<file path="src/rtl/prim_pkg.sv">
// Shared helpers for the primitive library: index-width computation used by
// arbiters and their benches.
package prim_pkg;

   // Width of an index able to address n items; never narrower than one bit.
   function automatic int unsigned idx_width(input int unsigned n);
      return (n <= 1) ? 1 : $clog2(n);
   endfunction

endpackage : prim_pkg

</file>
<file path="src/rtl/prim_rr_pick.sv">
// Combinational round-robin pick: finds the first set request at or above
// ptr, wrapping to index 0, and returns it one-hot and encoded.
module prim_rr_pick
   import prim_pkg::*;
#(
   parameter int unsigned N    = 4,
   parameter int unsigned IDXW = idx_width(N)
) (
   input  logic [N-1:0]    req,
   input  logic [IDXW-1:0] ptr,
   output logic [N-1:0]    gnt,
   output logic [IDXW-1:0] idx,
   output logic            any
);

   logic [N-1:0]   mask;
   logic [2*N-1:0] dbl;
   logic           found;

   // Double-width search: the lower half holds only requests at or above ptr,
   // the upper half holds all requests, so the first set bit is the winner.
   // NOTE: every output gets a default before the loop, otherwise the
   // "no request" path would infer latches.
   always_comb begin
      mask  = '0;
      gnt   = '0;
      idx   = '0;
      found = 1'b0;
      for (int i = 0; i < N; i++) begin
         mask[i] = (i >= int'(ptr));
      end
      dbl = {req, req & mask};
      for (int i = 0; i < 2 * N; i++) begin
         if (!found && dbl[i]) begin
            found        = 1'b1;
            gnt[i % N]   = 1'b1;
            idx          = IDXW'(i % N);
         end
      end
      any = found;
   end

endmodule : prim_rr_pick

</file>
<file path="src/rtl/prim_rr_arb.sv">
// Round-robin arbiter sharing one registered valid/ready output stage among
// N requesters. The most recent winner drops to lowest priority.
module prim_rr_arb
   import prim_pkg::*;
#(
   parameter int unsigned N               = 4,
   parameter int unsigned WIDTH           = 32,
   parameter bit          ZERO_ON_INVALID = 1'b0,
   localparam int unsigned IDXW           = idx_width(N)
) (
   input  logic                 clk,
   input  logic                 reset_n,
   input  logic [N-1:0]         req_vld_i,
   output logic [N-1:0]         req_rdy_o,
   input  logic [N*WIDTH-1:0]   req_dat_i,
   input  logic                 drdy_i,
   output logic                 dvld_o,
   output logic [WIDTH-1:0]     ddat_o,
   output logic [IDXW-1:0]      didx_o
);

   logic             dvld_q, dvld_d;
   logic [WIDTH-1:0] ddat_q, ddat_d;
   logic [IDXW-1:0]  didx_q, didx_d;
   logic [IDXW-1:0]  ptr_q,  ptr_d;

   logic [N-1:0]     win_gnt;
   logic [IDXW-1:0]  win_idx;
   logic             win_any;
   logic             open;

   prim_rr_pick #(
      .N    (N),
      .IDXW (IDXW)
   ) u_pick (
      .req (req_vld_i),
      .ptr (ptr_q),
      .gnt (win_gnt),
      .idx (win_idx),
      .any (win_any)
   );

   // The output stage can take a beat when it is empty or being drained.
   assign open      = drdy_i | ~dvld_q;
   assign req_rdy_o = open ? win_gnt : '0;

   // Next-state of the output stage and the priority pointer.
   always_comb begin
      dvld_d = dvld_q;
      ddat_d = ddat_q;
      didx_d = didx_q;
      ptr_d  = ptr_q;
      if (open) begin
         if (win_any) begin
            dvld_d = 1'b1;
            ddat_d = req_dat_i[int'(win_idx)*WIDTH +: WIDTH];
            didx_d = win_idx;
            ptr_d  = (win_idx == IDXW'(N - 1)) ? '0 : win_idx + IDXW'(1);
         end else begin
            dvld_d = 1'b0;
            if (ZERO_ON_INVALID) begin
               ddat_d = '0;
            end
         end
      end
   end

   // State registers; reset drops any held beat.
   // NOTE: non-blocking assignments keep every flop sampling pre-edge values.
   always_ff @(posedge clk or negedge reset_n) begin
      if (!reset_n) begin
         dvld_q <= 1'b0;
         ddat_q <= '0;
         didx_q <= '0;
         ptr_q  <= '0;
      end else begin
         dvld_q <= dvld_d;
         ddat_q <= ddat_d;
         didx_q <= didx_d;
         ptr_q  <= ptr_d;
      end
   end

   assign dvld_o = dvld_q;
   assign ddat_o = ddat_q;
   assign didx_o = didx_q;

endmodule : prim_rr_arb

</file>
<file path="config.mk">
export PLATFORM = sky130hd
export DESIGN_NAME = prim_rr_arb
export DESIGN_NICKNAME = d
export VERILOG_FILES = /design/src/rtl/prim_pkg.sv /design/src/rtl/prim_rr_pick.sv /design/src/rtl/prim_rr_arb.sv
export SDC_FILE = /design/constraint.sdc
export NUM_CORES = 1
export LEC_CHECK = 0
export CORE_MARGIN = 4
export CORE_UTILIZATION = 35
export DETAILED_ROUTE_END_ITERATION = 8
export PLACE_DENSITY = 0.82
export REMOVE_ABC_BUFFERS = 1
export SLEW_MARGIN = 20
export SYNTH_ARGS = -nofsm -noshare
export SYNTH_HDL_FRONTEND = slang
export SYNTH_SLANG_ARGS = --single-unit
</file>
<file path="constraint.sdc">
create_clock -name clk -period 2.5 [get_ports clk]
set_input_delay 0.5 -clock clk [delete_from_list [all_inputs] [get_ports clk]]
set_output_delay 0.5 -clock clk [all_outputs]
set_load 0.05 [all_outputs]
</file>
==> flow_summary.json <==
{
  "setup_viol": 0,
  "cp_slowest_cell": "clkdlybuf4s50_1",
  "synthTopCellsByCount": "mux2i_1, nand2_1, dfrtp_1, o221ai_1, nor2_1",
  "critPathRequiredTime_ns": 2.00,
  "worstPathArrival_ns": 1.87,
  "wl_per_cell_um": 17.1,
  "finalHoldViolCount": 0,
  "drt_wl_total_um": 8350,
  "grt_pass1_vias": 2737,
  "drt_iter0_drc": 54,
  "coreArea_um2": 6490,
  "cts_tree": "built",
  "total_power_mw": 3.35,
  "avgSynthCellArea_um2": 10.4,
  "antenna_found_initial": 0,
  "dieWidth_um": 90.7,
  "cpPeakStageDelay_ns": 0.44,
  "fp-row-count": 29,
  "overflow": 0,
  "io_pins": 174,
  "max_slew_margin": 0.429,
  "synthCells": 231,
  "synth_area_leaders": "dfrtp_1, mux2i_1, o221ai_1",
  "yosys.area.top_type": "dfrtp_1",
  "areaGrowthSynthToFinish_pct": 83.1,
  "yosysWarnings": 0,
  "diodes": 0,
  "rsz0062_at_grt": "no",
  "startpoint": "drdy_i",
  "dp_slack_ns": 0.0145,
  "fin_hold_ws_ns": 0.327,
  "worst_ir_drop_vdd_mv": 0.349,
  "cp_cell_sequence": "clkdlybuf4s50_1, nand2b_1, inv_1, or2_1, or2_1, nor2_2, buf_6",
  "drive_gt1_frac": 0.0900,
  "clock_skew_ns": 0.00342,
  "tightest_slew_ns": 0.856,
  "synth_edf_count": 0,
  "period_needed_ns": 2.37,
  "synth_most_common_cell": "mux2i_1",
  "netlist.area_leader.share": 0.387,
  "clock_path_buffers": 2,
  "hold_path_class": "input port to asynchronous set/reset pin",
  "dpl.hpwl_um": 6630,
  "die_h_um": 90.7,
  "r2r_end": "ddat_o[31]$_DFFE_PN0P_",
  "dieArea_um2": 8220,
  "p_leak_nw": 1.94,
  "crit_path_max_fanout": 2,
  "fmax_mhz": 421,
  "cp-endpoint": "req_rdy_o[3]",
  "gp_congestion": 0.853,
  "via_per_inst": 5.26,
  "io_buffers": 173,
  "clk_pin_slew_ns": 0.08,
  "layout_setup_ws_ns": 0.125,
  "start_util": 0.368,
  "ys_ff_latch": 37,
  "cts-root-buf": "clkbuf_8",
  "seq_area_frac_synth": 0.387,
  "post-cts-setup-buffers": 0,
  "slew_viol_final": 0,
  "grt_pass1_wl_um": 13600,
  "cts_buffers": 5,
  "async_flop_share": 1.00,
  "nNetsFinal": 545,
  "path_common_cell": "or2_1",
  "grt_max_degree": 38,
  "drc": 0,
  "synthFlopType": "dfrtp_1",
  "maxCapViolCount": 0,
  "worst_r2r_path_depth": 7,
  "critPathKind": "input port to output port",
  "antenna_left": 0,
  "ys_types": 28,
  "start_kind": "input port",
  "vias": 2565,
  "grt_use_total": 0.203,
  "cts_htree_levels": 2,
  "regToRegStartpoint": "ptr_q[1]$_DFFE_PN0P_",
  "status": "completed",
  "numClockSinks": 37,
  "pwr_density_cell_nw_per_um2": 765,
  "netlist_area_um2": 2390,
  "r2r_slack_ns": 0.58,
  "fin_crit_sh": 0.950,
  "endpoint_kind": "output port",
  "firstDrtPassIters": 4,
  "insertion_delay_ns": 0.28
}
==> worst max-delay path: cells and delay by family <==
kind | cells | cell delay, ns
buffers and inverters | 3 | 0.66
and+or+nand+nor | 4 | 0.71
==> stage by stage <==
stage	TNS, ns	instances	util	instance area, um2
floorplan	-14.63	209	-	2210
global placement	0	480	0.654	4250
detailed placement	0	480	0.654	4250
CTS	0	488	0.672	4370
global route	0	488	0.674	4380
finish	0	488	0.674	4380
==> layer usage <==
layer	vias to the layer above	GRT usage	share of wire
met5	-	0	0
met1	1194	0.232	0.38
met3	14	0.0675	0.097
met2	135	0.348	0.50
li1	1222	-	-
met4	0	0.0804	0.025
==> power breakdown <==
part | leakage [nW] | switching, mW | total [mW] | internal [mW]
registers | 0.448 | 0.100 | 0.866 | 0.765
clock network | 0.0574 | 0.225 | 0.550 | 0.325
logic | 1.43 | 1.11 | 1.93 | 0.827
==> cells in the final DEF (no fill, tap or decap), types with 2 or more instances in the layout <==
master and instances:
inv_1 5, dlymetal6s2s_1 3, o22ai_1 3, clkbuf_8 6, buf_4 19, a21oi_1 5, o21ai_0 2, buf_12 5
mux2i_1 65, o21ai_1 2, nand2_1 38, clkdlybuf4s50_1 164, or2_1 2, o221ai_1 32, nor2_1 8, dfrtp_1 37
==> area by class of cell <==
class | instances | area [um2]
Sequential cell | 37 | 926
Fill cell | 534 | 2120
Multi-Input combinational cell | 167 | 1270
Inverter | 5 | 18.8
Timing Repair Buffer | 194 | 1950
Tap cell | 77 | 96.3
Clock inverter | 2 | 37.5
Clock buffer | 6 | 82.6
==> logic make-up (layout without fill, tap and decap cells) <==
kind of cell | count (synthesis) | after routing | synth area share
flops | 37 | 37 | 0.387
buf+inv | 27 | 207 | 0.0826
simple gates | 52 | 52 | 0.0894
mux | 65 | 65 | 0.272
compound gates | 50 | 50 | 0.169
==> flip-flops by register name, indices dropped and copies added (netlist names) <==
register and cells:
ptr_q 2, ddat_o 32, didx_o 2, dvld_o 1
==> worst min path at each step <==
stage,from,end,slack [ns],depth (start not counted)
2_1_floorplan,reset_n,ddat_o[0]$_DFFE_PN0P_,0.20,0
4_1_cts,reset_n,ddat_o[9]$_DFFE_PN0P_,0.36,1
3_5_place_dp,didx_o[1]$_DFFE_PN0P_,didx_o[1]$_DFFE_PN0P_,0.46,2
3_3_place_gp,didx_o[1]$_DFFE_PN0P_,didx_o[1]$_DFFE_PN0P_,0.46,2
5_1_grt,reset_n,ddat_o[28]$_DFFE_PN0P_,0.38,1
6_report,reset_n,ddat_o[31]$_DFFE_PN0P_,0.33,1
==> what timing repair did <==
item	4_1_cts	5_1_grt
hold buffers	0	0
resized for setup	1	5
endpoints found under the setup margin	1	1
Power figures use the tool's default switching activity.
